===== src/rtl/min_max_pkg.sv =====
// Shared encodings for the min/max bar-graph LED driver: mode commands and
// fault-injection selectors.
package min_max_pkg;

    typedef enum logic [1:0] {
        COM_WINDOW = 2'b00,
        COM_THERMO = 2'b01,
        COM_OFF    = 2'b10,
        COM_ON     = 2'b11
    } com_e;

    localparam int ERR_NONE       = 0;
    localparam int ERR_NO_MAX     = 1;
    localparam int ERR_NO_BLINK   = 2;
    localparam int ERR_SWAP_FORCE = 3;

endpackage : min_max_pkg


===== src/rtl/min_max_decode.sv =====
// Combinational LED pattern decoder: builds the next LED vector bit by bit
// from per-LED comparisons against min, val and max.
module min_max_decode
    import min_max_pkg::*;
#(
    parameter int VALSIZE = 4,
    parameter int ERRNO   = 0
) (
    input  logic [1:0]            com_i,
    input  logic [VALSIZE-1:0]    min_i,
    input  logic [VALSIZE-1:0]    max_i,
    input  logic [VALSIZE-1:0]    val_i,
    input  logic                  osc_i,
    output logic [2**VALSIZE-1:0] leds_o
);

    localparam int NLEDS = 2**VALSIZE;

    logic                 w_in_range;
    logic                 w_blink;
    logic [NLEDS-1:0]     w_window;
    logic [NLEDS-1:0]     w_thermo;
    logic [NLEDS-1:0]     w_off;
    logic [NLEDS-1:0]     w_on;

    // A value above max is normally out of window; the ERR_NO_MAX mutant drops that check.
    assign w_in_range = (ERRNO == ERR_NO_MAX) ? (min_i <= val_i)
                                              : ((min_i <= val_i) && (val_i <= max_i));
    assign w_blink    = (ERRNO == ERR_NO_BLINK) ? 1'b0 : osc_i;

    for (genvar i = 0; i < NLEDS; i++) begin : g_led
        localparam logic [VALSIZE-1:0] IDX = VALSIZE'(i);
        logic w_ge_min;
        logic w_le_val;
        logic w_le_max;

        assign w_ge_min    = (IDX >= min_i);
        assign w_le_val    = (IDX <= val_i);
        assign w_le_max    = (IDX <= max_i);
        assign w_window[i] = w_in_range & w_ge_min & (w_le_val | (w_le_max & w_blink));
        assign w_thermo[i] = w_le_val;
    end

    assign w_off = (ERRNO == ERR_SWAP_FORCE) ? '1 : '0;
    assign w_on  = (ERRNO == ERR_SWAP_FORCE) ? '0 : '1;

    // Conditional operators (not a case) so an unknown com_i merges to X instead of
    // falling into a default branch.
    assign leds_o = (com_i == COM_WINDOW) ? w_window :
                    (com_i == COM_THERMO) ? w_thermo :
                    (com_i == COM_OFF)    ? w_off    : w_on;

endmodule : min_max_decode


===== src/rtl/min_max_display.sv =====
// Bar-graph LED driver top: decoder followed by one registered LED bank with
// asynchronous active-high clear.
module min_max_display
    import min_max_pkg::*;
#(
    parameter int VALSIZE = 4,
    parameter int ERRNO   = 0
) (
    input  logic                  clk_i,
    input  logic                  rst_i,
    input  logic [1:0]            com_i,
    input  logic [VALSIZE-1:0]    max_i,
    input  logic [VALSIZE-1:0]    min_i,
    input  logic                  osc_i,
    input  logic [VALSIZE-1:0]    val_i,
    output logic [2**VALSIZE-1:0] leds_o
);

    logic [2**VALSIZE-1:0] w_next;
    logic [2**VALSIZE-1:0] r_leds;

    min_max_decode #(
        .VALSIZE (VALSIZE),
        .ERRNO   (ERRNO)
    ) u_decode (
        .com_i  (com_i),
        .min_i  (min_i),
        .max_i  (max_i),
        .val_i  (val_i),
        .osc_i  (osc_i),
        .leds_o (w_next)
    );

    // NOTE: reset sits in the sensitivity list so the LEDs clear without a clock edge;
    // non-blocking assignment keeps every register sampling pre-edge values.
    always_ff @(posedge clk_i or posedge rst_i) begin
        if (rst_i) begin
            r_leds <= '0;
        end else begin
            r_leds <= w_next;
        end
    end

    assign leds_o = r_leds;

endmodule : min_max_display


===== config.mk =====
export PLATFORM = sky130hd
export DESIGN_NAME = min_max_display
export DESIGN_NICKNAME = d
export VERILOG_FILES = /design/src/rtl/min_max_pkg.sv /design/src/rtl/min_max_decode.sv /design/src/rtl/min_max_display.sv
export SDC_FILE = /design/constraint.sdc
export NUM_CORES = 1
export LEC_CHECK = 0
export CAP_MARGIN = 20
export CORE_ASPECT_RATIO = 1.1
export CORE_MARGIN = 3
export CORE_UTILIZATION = 51
export DETAILED_ROUTE_END_ITERATION = 8
export PLACE_DENSITY = 0.95
export SLEW_MARGIN = 10
export SYNTH_ARGS = -nofsm -noshare
export SYNTH_HDL_FRONTEND = slang
export SYNTH_SLANG_ARGS = --single-unit
export TNS_END_PERCENT = 10

===== constraint.sdc =====
create_clock -name clk_i -period 1.75 [get_ports clk_i]
set_clock_uncertainty 0.2 [all_clocks]
set_input_delay 0.35 -clock clk_i [delete_from_list [all_inputs] [get_ports clk_i]]
set_output_delay 0.35 -clock clk_i [all_outputs]
set_load 0.05 [all_outputs]

==> impl_metrics.csv, run 1 <==
group,metric,value,unit
clock_network,cts_buffer_depth,2,
status,flow.first_error,"[ERROR DPL-0038] Utilization greater than 100%, impossible to legalize",
logic_synthesis,synth.yosys.seq_area_share,0.346,
floorplanning,die_h,56.0,um
floorplanning,initial_core_util,0.555,
logic_synthesis,syn-num-nets,171,
clock_network,cts_post_setup_buffers_inserted,6,
placed_design,port_buffers,32,
logic_synthesis,synth_area_per_cell,7.93,um2
clock_network,cts-buffers-inserted,3,
placed_design,place.detailed.hpwl,4150,um
logic_synthesis,synth-warning-count,0,
clock_network,clock-sinks,16,
placed_design,place_congestion,1.04,
clock_network,clock-root-buffer,"sky130_fd_sc_hd__clkbuf_4",
logic_synthesis,synth_cell_type_count,35,
clock_network,ctsHoldBuffers,0,
logic_synthesis,netlist_area,1160,um2
floorplanning,count_of_pins_on_the_block_boundary,33,
logic_synthesis,ys_seq_elements,16,
floorplanning,fp-row-count,17,
clock_network,quantity_of_gates_resized_following_cts,108,
status,failing_step,"clock tree synthesis (4_1_cts)",
clock_network,htree_levels,1,
logic_synthesis,postSynthCellCount,146,
floorplanning,die_width,51.4,um
status,status,"did not finish",
-- synthesized netlist by cell type --
library cell / number / area [um2]
sky130_fd_sc_hd__a21bo_2: 1 / 10.0
sky130_fd_sc_hd__a22oi_1: 2 / 15.0
sky130_fd_sc_hd__o21ai_1: 1 / 5.00
sky130_fd_sc_hd__a311oi_1: 1 / 8.76
sky130_fd_sc_hd__a32o_1: 1 / 10.0
sky130_fd_sc_hd__or3_1: 1 / 6.26
sky130_fd_sc_hd__a211oi_1: 1 / 7.51
sky130_fd_sc_hd__inv_1: 12 / 45.0
sky130_fd_sc_hd__o21ai_0: 23 / 115
sky130_fd_sc_hd__clkinv_1: 1 / 3.75
sky130_fd_sc_hd__nand2_1: 24 / 90.1
sky130_fd_sc_hd__o211ai_1: 1 / 7.51
sky130_fd_sc_hd__o21bai_1: 2 / 15.0
sky130_fd_sc_hd__or2_2: 2 / 12.5
sky130_fd_sc_hd__a21boi_0: 1 / 7.51
sky130_fd_sc_hd__nand3_1: 3 / 15.0
sky130_fd_sc_hd__o41ai_1: 3 / 26.3
sky130_fd_sc_hd__a32oi_1: 3 / 26.3
sky130_fd_sc_hd__buf_2: 3 / 15.0
sky130_fd_sc_hd__o31ai_1: 2 / 15.0
sky130_fd_sc_hd__a21oi_1: 8 / 40.0
sky130_fd_sc_hd__o221ai_1: 1 / 8.76
sky130_fd_sc_hd__dfrtp_1: 16 / 400
sky130_fd_sc_hd__a221o_1: 1 / 10.0
sky130_fd_sc_hd__and2_0: 1 / 6.26
sky130_fd_sc_hd__ha_1: 8 / 100
sky130_fd_sc_hd__a21oi_2: 1 / 8.76
sky130_fd_sc_hd__nor3_1: 3 / 15.0
sky130_fd_sc_hd__nor2_1: 7 / 26.3
sky130_fd_sc_hd__o22ai_1: 3 / 18.8
sky130_fd_sc_hd__nand4_1: 2 / 12.5
sky130_fd_sc_hd__a21o_1: 2 / 15.0
sky130_fd_sc_hd__a2111o_1: 2 / 22.5
sky130_fd_sc_hd__clkbuf_1: 2 / 7.51
sky130_fd_sc_hd__a41oi_1: 1 / 8.76
-- kinds of logic after synthesis --
kind of cell | Yosys count | synth area share
compound gates | 61 | 0.347
simple gates | 43 | 0.159
buf+inv | 18 | 0.0616
flops | 16 | 0.346
fa+ha+maj | 8 | 0.0865
-- through the flow --
stage | area [um2] | cells | TNS (ps) | setup slack, ps
2_1_floorplan | 1200 | 146 | -2610 | -229
3_3_place_gp | 1960 | 238 | -12000 | -803
3_5_place_dp | 1960 | 238 | -15270 | -1050
==> run 2: changes to the inputs <==
--- a/config.mk
+++ b/config.mk
@@ -6,11 +6,10 @@
 export NUM_CORES = 1
 export LEC_CHECK = 0
 export CAP_MARGIN = 20
-export CORE_ASPECT_RATIO = 1.1
-export CORE_MARGIN = 3
-export CORE_UTILIZATION = 51
+export CORE_AREA = 3 3 64 66
 export DETAILED_ROUTE_END_ITERATION = 8
-export PLACE_DENSITY = 0.95
+export DIE_AREA = 0 0 67 69
+export PLACE_DENSITY_LB_ADDON = 0.15
 export SLEW_MARGIN = 10
 export SYNTH_ARGS = -nofsm -noshare
 export SYNTH_HDL_FRONTEND = slang
==> run 2 against run 1 <==
  * The flow now finishes, with violations (negative setup slack)
  * Synthesized area unchanged
  * Synthesized cell count unchanged
==> impl_metrics.csv, run 2 <==
group,metric,value,unit
status,status,"complete, but fails checks",
status,failing_checks,"negative setup slack",
logic_synthesis,post_synth_xor_area_fraction,0,
logic_synthesis,synth_largest_type_area_fraction,0.346,
setup_path,critical_path_peak_fanout,7,
floorplanning,die_h,69,um
clock_network,tritoncts,"yes",
cells_and_area,insertedDiodeCount,0,
timing,slew_headroom,0.743,
logic_synthesis,cell_type_with_the_largest_total_area_after_synthesis,"sky130_fd_sc_hd__dfrtp_1",
global_route,groute.usage.overall,0.188,
global_route,global_route.usage.met3,0.0212,
flow_run,timing.max_cap.violations,0,
cells_and_area,nNetsFinal,246,
logic_synthesis,library_cell_with_the_highest_instance_count_after_synthesis,"sky130_fd_sc_hd__nand2_1",
global_route,grt_overflow,0,
logic_synthesis,area_fraction_in_compound_gates_after_synthesis,0.347,
timing,fin_crit,1870,ps
routing,drt_drc_violations_left,0,
logic_synthesis,synth_cell_type_count,35,
min_path,hold_class,"primary input to asynchronous set/reset pin",
setup_path,worst-endpoint-required,1680,ps
timing,finalSetupViolCount,16,
global_route,grt_first_pass_wirelength,6870,um
routing,vias,1421,
floorplanning,die_area,4620,um2
placed_design,placedCellCount,260,
floorplanning,initial_core_util,0.319,
placed_design,placement.cell_area,2000,um2
logic_synthesis,number_of_enable_type_register_cells_in_the_synthesized_netlist,0,
global_route,first_global_vias,1438,
logic_synthesis,synthSimpleGateAreaFrac,0.159,
setup_path,startpoint_type_of_the_worst_setup_path,"primary input",
pwr,ir_drop,0.246,mV
timing,fin_ws,-121,ps
routing,wirelength,4110,um
placed_design,place_congestion,0.929,
timing,grt_setup_unrepaired,"true",
routing,routed_via_density,5.30,
clock_network,cts-buffers-inserted,3,
cells_and_area,most_common_cell_after_layout_fill_and_taps_aside,"sky130_fd_sc_hd__buf_4",
setup_path,cp-end-kind,"flop",
placed_design,place.detailed.hpwl,3160,um
cells_and_area,stdcell_area,2260,um2
timing,worstMarginPinSlew,382,ps
setup_path,critical-path-slowest-cell,"sky130_fd_sc_hd__a2111o_2",
cells_and_area,post_route_cells_drive_above_1_share,0.518,
logic_synthesis,synthTopCellsByArea,"sky130_fd_sc_hd__dfrtp_1 35%, sky130_fd_sc_hd__o21ai_0 9.9%, sky130_fd_sc_hd__ha_1 8.6%",
cells_and_area,stdcell_count,268,
global_route,use_met1,0.244,
pwr,leakage_power,0.971,nW
pwr,power.total,0.00135,W
floorplanning,fp-row-count,22,
cells_and_area,area_growth,95.6,%
logic_synthesis,synth_top_cells_by_count,"24 x sky130_fd_sc_hd__nand2_1, 23 x sky130_fd_sc_hd__o21ai_0, 16 x sky130_fd_sc_hd__dfrtp_1",
cells_and_area,mostFrequentLayoutCells,"42 x sky130_fd_sc_hd__buf_4, 24 x sky130_fd_sc_hd__nand2_1, 17 x sky130_fd_sc_hd__o21ai_0, 16 x sky130_fd_sc_hd__dfrtp_1, 16 x sky130_fd_sc_hd__buf_12",
routing,drt_pass1_iterations,4,
logic_synthesis,synth_top_family_by_area,"compound AO/OA/AOI/OAI gates",
cells_and_area,num-fill-cells,327,
clock_network,cts.reportedPaths.clkPinSlew,60,ps
timing,final_cycle_utilization_of_the_critical_path,1.07,
timing,fin_tns_setup,-1220,ps
timing,final_hold_viol_count,0,
clock_network,clock-root-buffer,"sky130_fd_sc_hd__clkbuf_8",
cells_and_area,final_core_utilization,0.623,
timing,max_freq,534,MHz
global_route,groute.layer.met2.usage,0.316,
clock_network,htree_levels,1,
timing,report.final.slew_viol_count,0,
floorplanning,design.core.area,3630,um2
clock_network,cts_buffer_depth,2,
global_route,busiest_layer,"met2",
cells_and_area,largest_register_ff_count,16,
global_route,grt_antenna_before_repair,0,
setup_path,critPathLaunch,"val_i[1]",
floorplanning,count_of_pins_on_the_block_boundary,33,
clock_network,clock-sinks,16,
setup_path,timing_worst_setup_path_type,"primary input to flop",
clock_network,ctsHoldBuffers,0,
logic_synthesis,synth.yosys.seq_area_share,0.346,
placed_design,port_buffers,32,
setup_path,critical-path-max-stage-delay,540,ps
setup_path,timing.critical_path.cells,"buf_8 -> ha_4 -> a21oi_4 -> o21ai_1 -> a2111o_2 -> o41ai_2",
logic_synthesis,synth-adder-area-share,0.0865,
routing,wire_per_inst,15.4,um
floorplanning,die_width,67,um
global_route,grt_start_max_net_pins,17,
pwr,power-per-cell-area,597,nW/um2
logic_synthesis,ys_seq_elements,16,
logic_synthesis,syn-num-nets,171,
logic_synthesis,postSynthCellCount,146,
routing,initialDrtViolationCount,49,
setup_path,worstPathArrival,1800,ps
routing,route.antenna.remaining_nets,0,
logic_synthesis,synth-warning-count,0,
logic_synthesis,synth_mux_area_frac,0,
logic_synthesis,ys.flop_type,"sky130_fd_sc_hd__dfrtp_1",
logic_synthesis,netlist_area,1160,um2
logic_synthesis,synth_area_per_cell,7.93,um2
logic_synthesis,async_reset_ff_frac,1.00,
==> run 2: cell counts after synthesis <==
No cell type changed its count.
==> run 2: cell families after synthesis <==
family / after synthesis
AO/OA/AOI/OAI: 61
AND/OR/NAND/NOR: 43
buffers and inverters: 18
flip-flops: 16
adder cells (fa/ha/maj): 8
==> run 2: through the flow <==
stage	hold WS [ps]	setup slack (ps)
after floorplan	63.7	-229
after global placement	468	-839
after detailed placement	466	-918
after CTS	222	-97.4
after global routing	245	-165
final	213	-121
==> run 2: worst paths after layout <==
path	end	slack [ps]	depth (start not counted)
min in group clk_i	leds_o[0]	300	3
worst min-delay path	leds_o[6]	210	3
worst max-delay path	leds_o[2]	-120	6
max in group asynchronous	leds_o[4]	970	3
==> run 2: per-layer routing <==
layer  part of all wire  up-vias
li1                   -      689
met1               0.40      668
met2               0.52       56
met3              0.064        8
met4              0.018        0
met5                  0        -
==> run 2: final cells by class <==
class                           instances  area, um2  share of cell area
Timing Repair Buffer                   75        786               0.347
Inverter                               13       61.3              0.0271
Tap cell                               48       60.1              0.0265
Multi-Input combinational cell        112        901               0.398
Sequential cell                        16        400               0.177
Clock buffer                            4       55.1              0.0243
==> run 2: power breakdown <==
part           leakage, nW  internal, W  switching, W
logic                0.748     0.000300      0.000320
clock network       0.0288     0.000199      0.000110
registers            0.195     0.000399     0.0000226
total                0.971     0.000897      0.000453
==> run 2: timing repair <==
action | 4_1_cts | 5_1_grt
buffers inserted | 3 | 0
endpoints found under the setup margin | 16 | 16
gates cloned | 1 | 0
gates resized for setup | 89 | 14
pin swaps | 23 | 3
==> run 2: critical path, delay by kind of cell <==
kind,cells,cell delay (ps)
AO/OA/AOI/OAI,4,1090
adder cells (fa/ha/maj),1,250
buffers and inverters,1,110
Note: power is estimated with default switching activity, not from simulation.
==> patch (flow settings as in run 2) <==
Put one more register stage on the output `leds_o`, cleared by the reset. The value now appears one clock later.
--- a/src/rtl/min_max_display.sv
+++ b/src/rtl/min_max_display.sv
@@ -17,2 +17,4 @@
 );
+
+    logic [2**VALSIZE-1:0] leds_d;
 
@@ -43,3 +45,11 @@
 
-    assign leds_o = r_leds;
+    assign leds_d = r_leds;
+
+    always_ff @(posedge clk_i or posedge rst_i) begin
+        if (rst_i) begin
+            leds_o <= '0;
+        end else begin
+            leds_o <= leds_d;
+        end
+    end
 
Function: changed (Yosys sat finds a counterexample within 4 cycles, from zero or initial values and one cycle with rst_i high).
==> patch against run 2 <==
Cell area grew 18%; area after synthesis rose by 43%; first-iteration DRC count grew to 3.2 times the old value; worst setup slack better by 0.15 ns; routed wire length grew 24%; sequential cell count grew 16; via count grew 16%; power up 53%; highest routed layer unchanged.
==> patch: results (changes against run 2) <==
stage	metric	value	unit	change
outcome	outcome	finished clean		was complete, but fails checks
logic_synthesis	Post-Synth XOR/XNOR Area	0	%	unchanged
pwr	Reg power frac	40.5	%	was 31.2%
timing	worst setup margin	0.0283	ns	was -0.121 ns
global_routing	Total GRT Usage	24.4	%	was 18.8%
worst_setup_path	Crit-path slowest cell	ha_1		was a2111o_2
pwr	Switching Fraction	30.2	%	was 33.5%
logic_synthesis	Seq/Total Area, Yosys	48.4	%	was 34.6%
placed_design	DP Area	2460	µm²	was 2000 µm²
logic_synthesis	commonest cells in the netlist	32 x dfrtp_1, 16 x o21ai_0, 11 x inv_1, 11 x nor2_1		was 24 x nand2_1, 23 x o21ai_0, 16 x dfrtp_1
clock_tree	H-tree depth	2		was 1
global_routing	first-pass GRT wire length	8580	µm	was 6870 µm
placed_design	Placer Congestion	0.951		was 0.929
worst_setup_path	CP Data Arrival Time	1.69	ns	was 1.80 ns
global_routing	largest net degree at the start of global routing	33		was 17
logic_synthesis	ys async rst share	100	%	unchanged
placed_design	dpl hpwl	3810	µm	was 3160 µm
global_routing	met2 usage	39.3	%	was 31.6%
placed_design	Inst Count DP	275		was 260
global_routing	GR Util met1	29.0	%	was 24.4%
logic_synthesis	unique cell type count in the Yosys netlist	38		was 35
route	DR vias	1646		was 1421
global_routing	GR Layer Usage met3	5.05	%	was 2.12%
global_routing	vias in the first global route	1774		was 1438
pwr	worst vdd ir	0.000318	V	was 0.000246 V
route	top sig layer	met4		unchanged
route	metal2 WL	2600	µm	was 2140 µm
hold_path	min-delay worst type	reg2reg		was in2async
logic_synthesis	Syn Nets	194		was 171
placed_design	pre-CTS setup slack	-0.684	ns	was -0.918 ns
timing	Worst-Margin Slew	0.397	ns	was 0.382 ns
logic_synthesis	Synth Area in Compound Gates	25.6	%	was 34.7%
logic_synthesis	Area contributors post-synth	dfrtp_1 48%, ha_1 6.1%, o21ai_0 4.8%, a21oi_1 3.0%, a32o_1 3.0%		was dfrtp_1 35%, o21ai_0 9.9%, ha_1 8.6%, nand2_1 7.8%, inv_1 3.9%
final_layout	Finished Layout Cells	286		was 268
pwr	Clk network pwr share	27.5	%	was 22.9%
worst_setup_path	top fanout value on the critical path	8		was 7
route	initial drt markers	157		was 49
route	Met1 Wirelength	1980	µm	was 1640 µm
worst_setup_path	largest stage delay on the critical path	0.33	ns	was 0.54 ns
logic_synthesis	adder-cell share of the synthesized area	6.05	%	was 8.65%
clock_tree	Resized Gates After CTS	49		was 89
route	Avg WL per Cell	17.8	µm	was 15.4 µm
final_layout	final layout net count	262		was 246
clock_tree	Num CTS Buffers	5		was 3
route	met3 WL	346	µm	was 262 µm
[patch: changes by cell type after synthesis, moves of 3 or more]
cell             run 2  this run
o21ai_0             23        16
clkbuf_1             2         6
dfrtp_1             16        32
nand3_1              3         6
nor2_1               7        11
o41ai_1              3         0
nand2_1             24        10
nor3_1               3         6
a32o_1               1         5
a22o_1               0         3
o21a_1               0         6
o22ai_1              3         0
[patch: worst paths after layout]
check                      startpoint    endpoint  cells past startpoint
hold reg to reg             leds_d[4]   leds_o[4]                      0
hold / removal              leds_d[4]   leds_o[4]                      0
min in group asynchronous       rst_i  leds_o[12]                      3
setup / recovery             min_i[1]   leds_d[2]                      8
max in group asynchronous       rst_i   leds_o[8]                      3
setup reg to reg           leds_d[15]  leds_o[15]                      0
[patch: cell type report]
cell class | instances | area [µm²]
clock buffers | 8 | 90.1
fillers | 271 | 970
inverters | 11 | 43.8
multi-input cells | 112 | 870
flip-flops and latches | 32 | 801
well taps | 48 | 60.1
repair buffers | 75 | 800
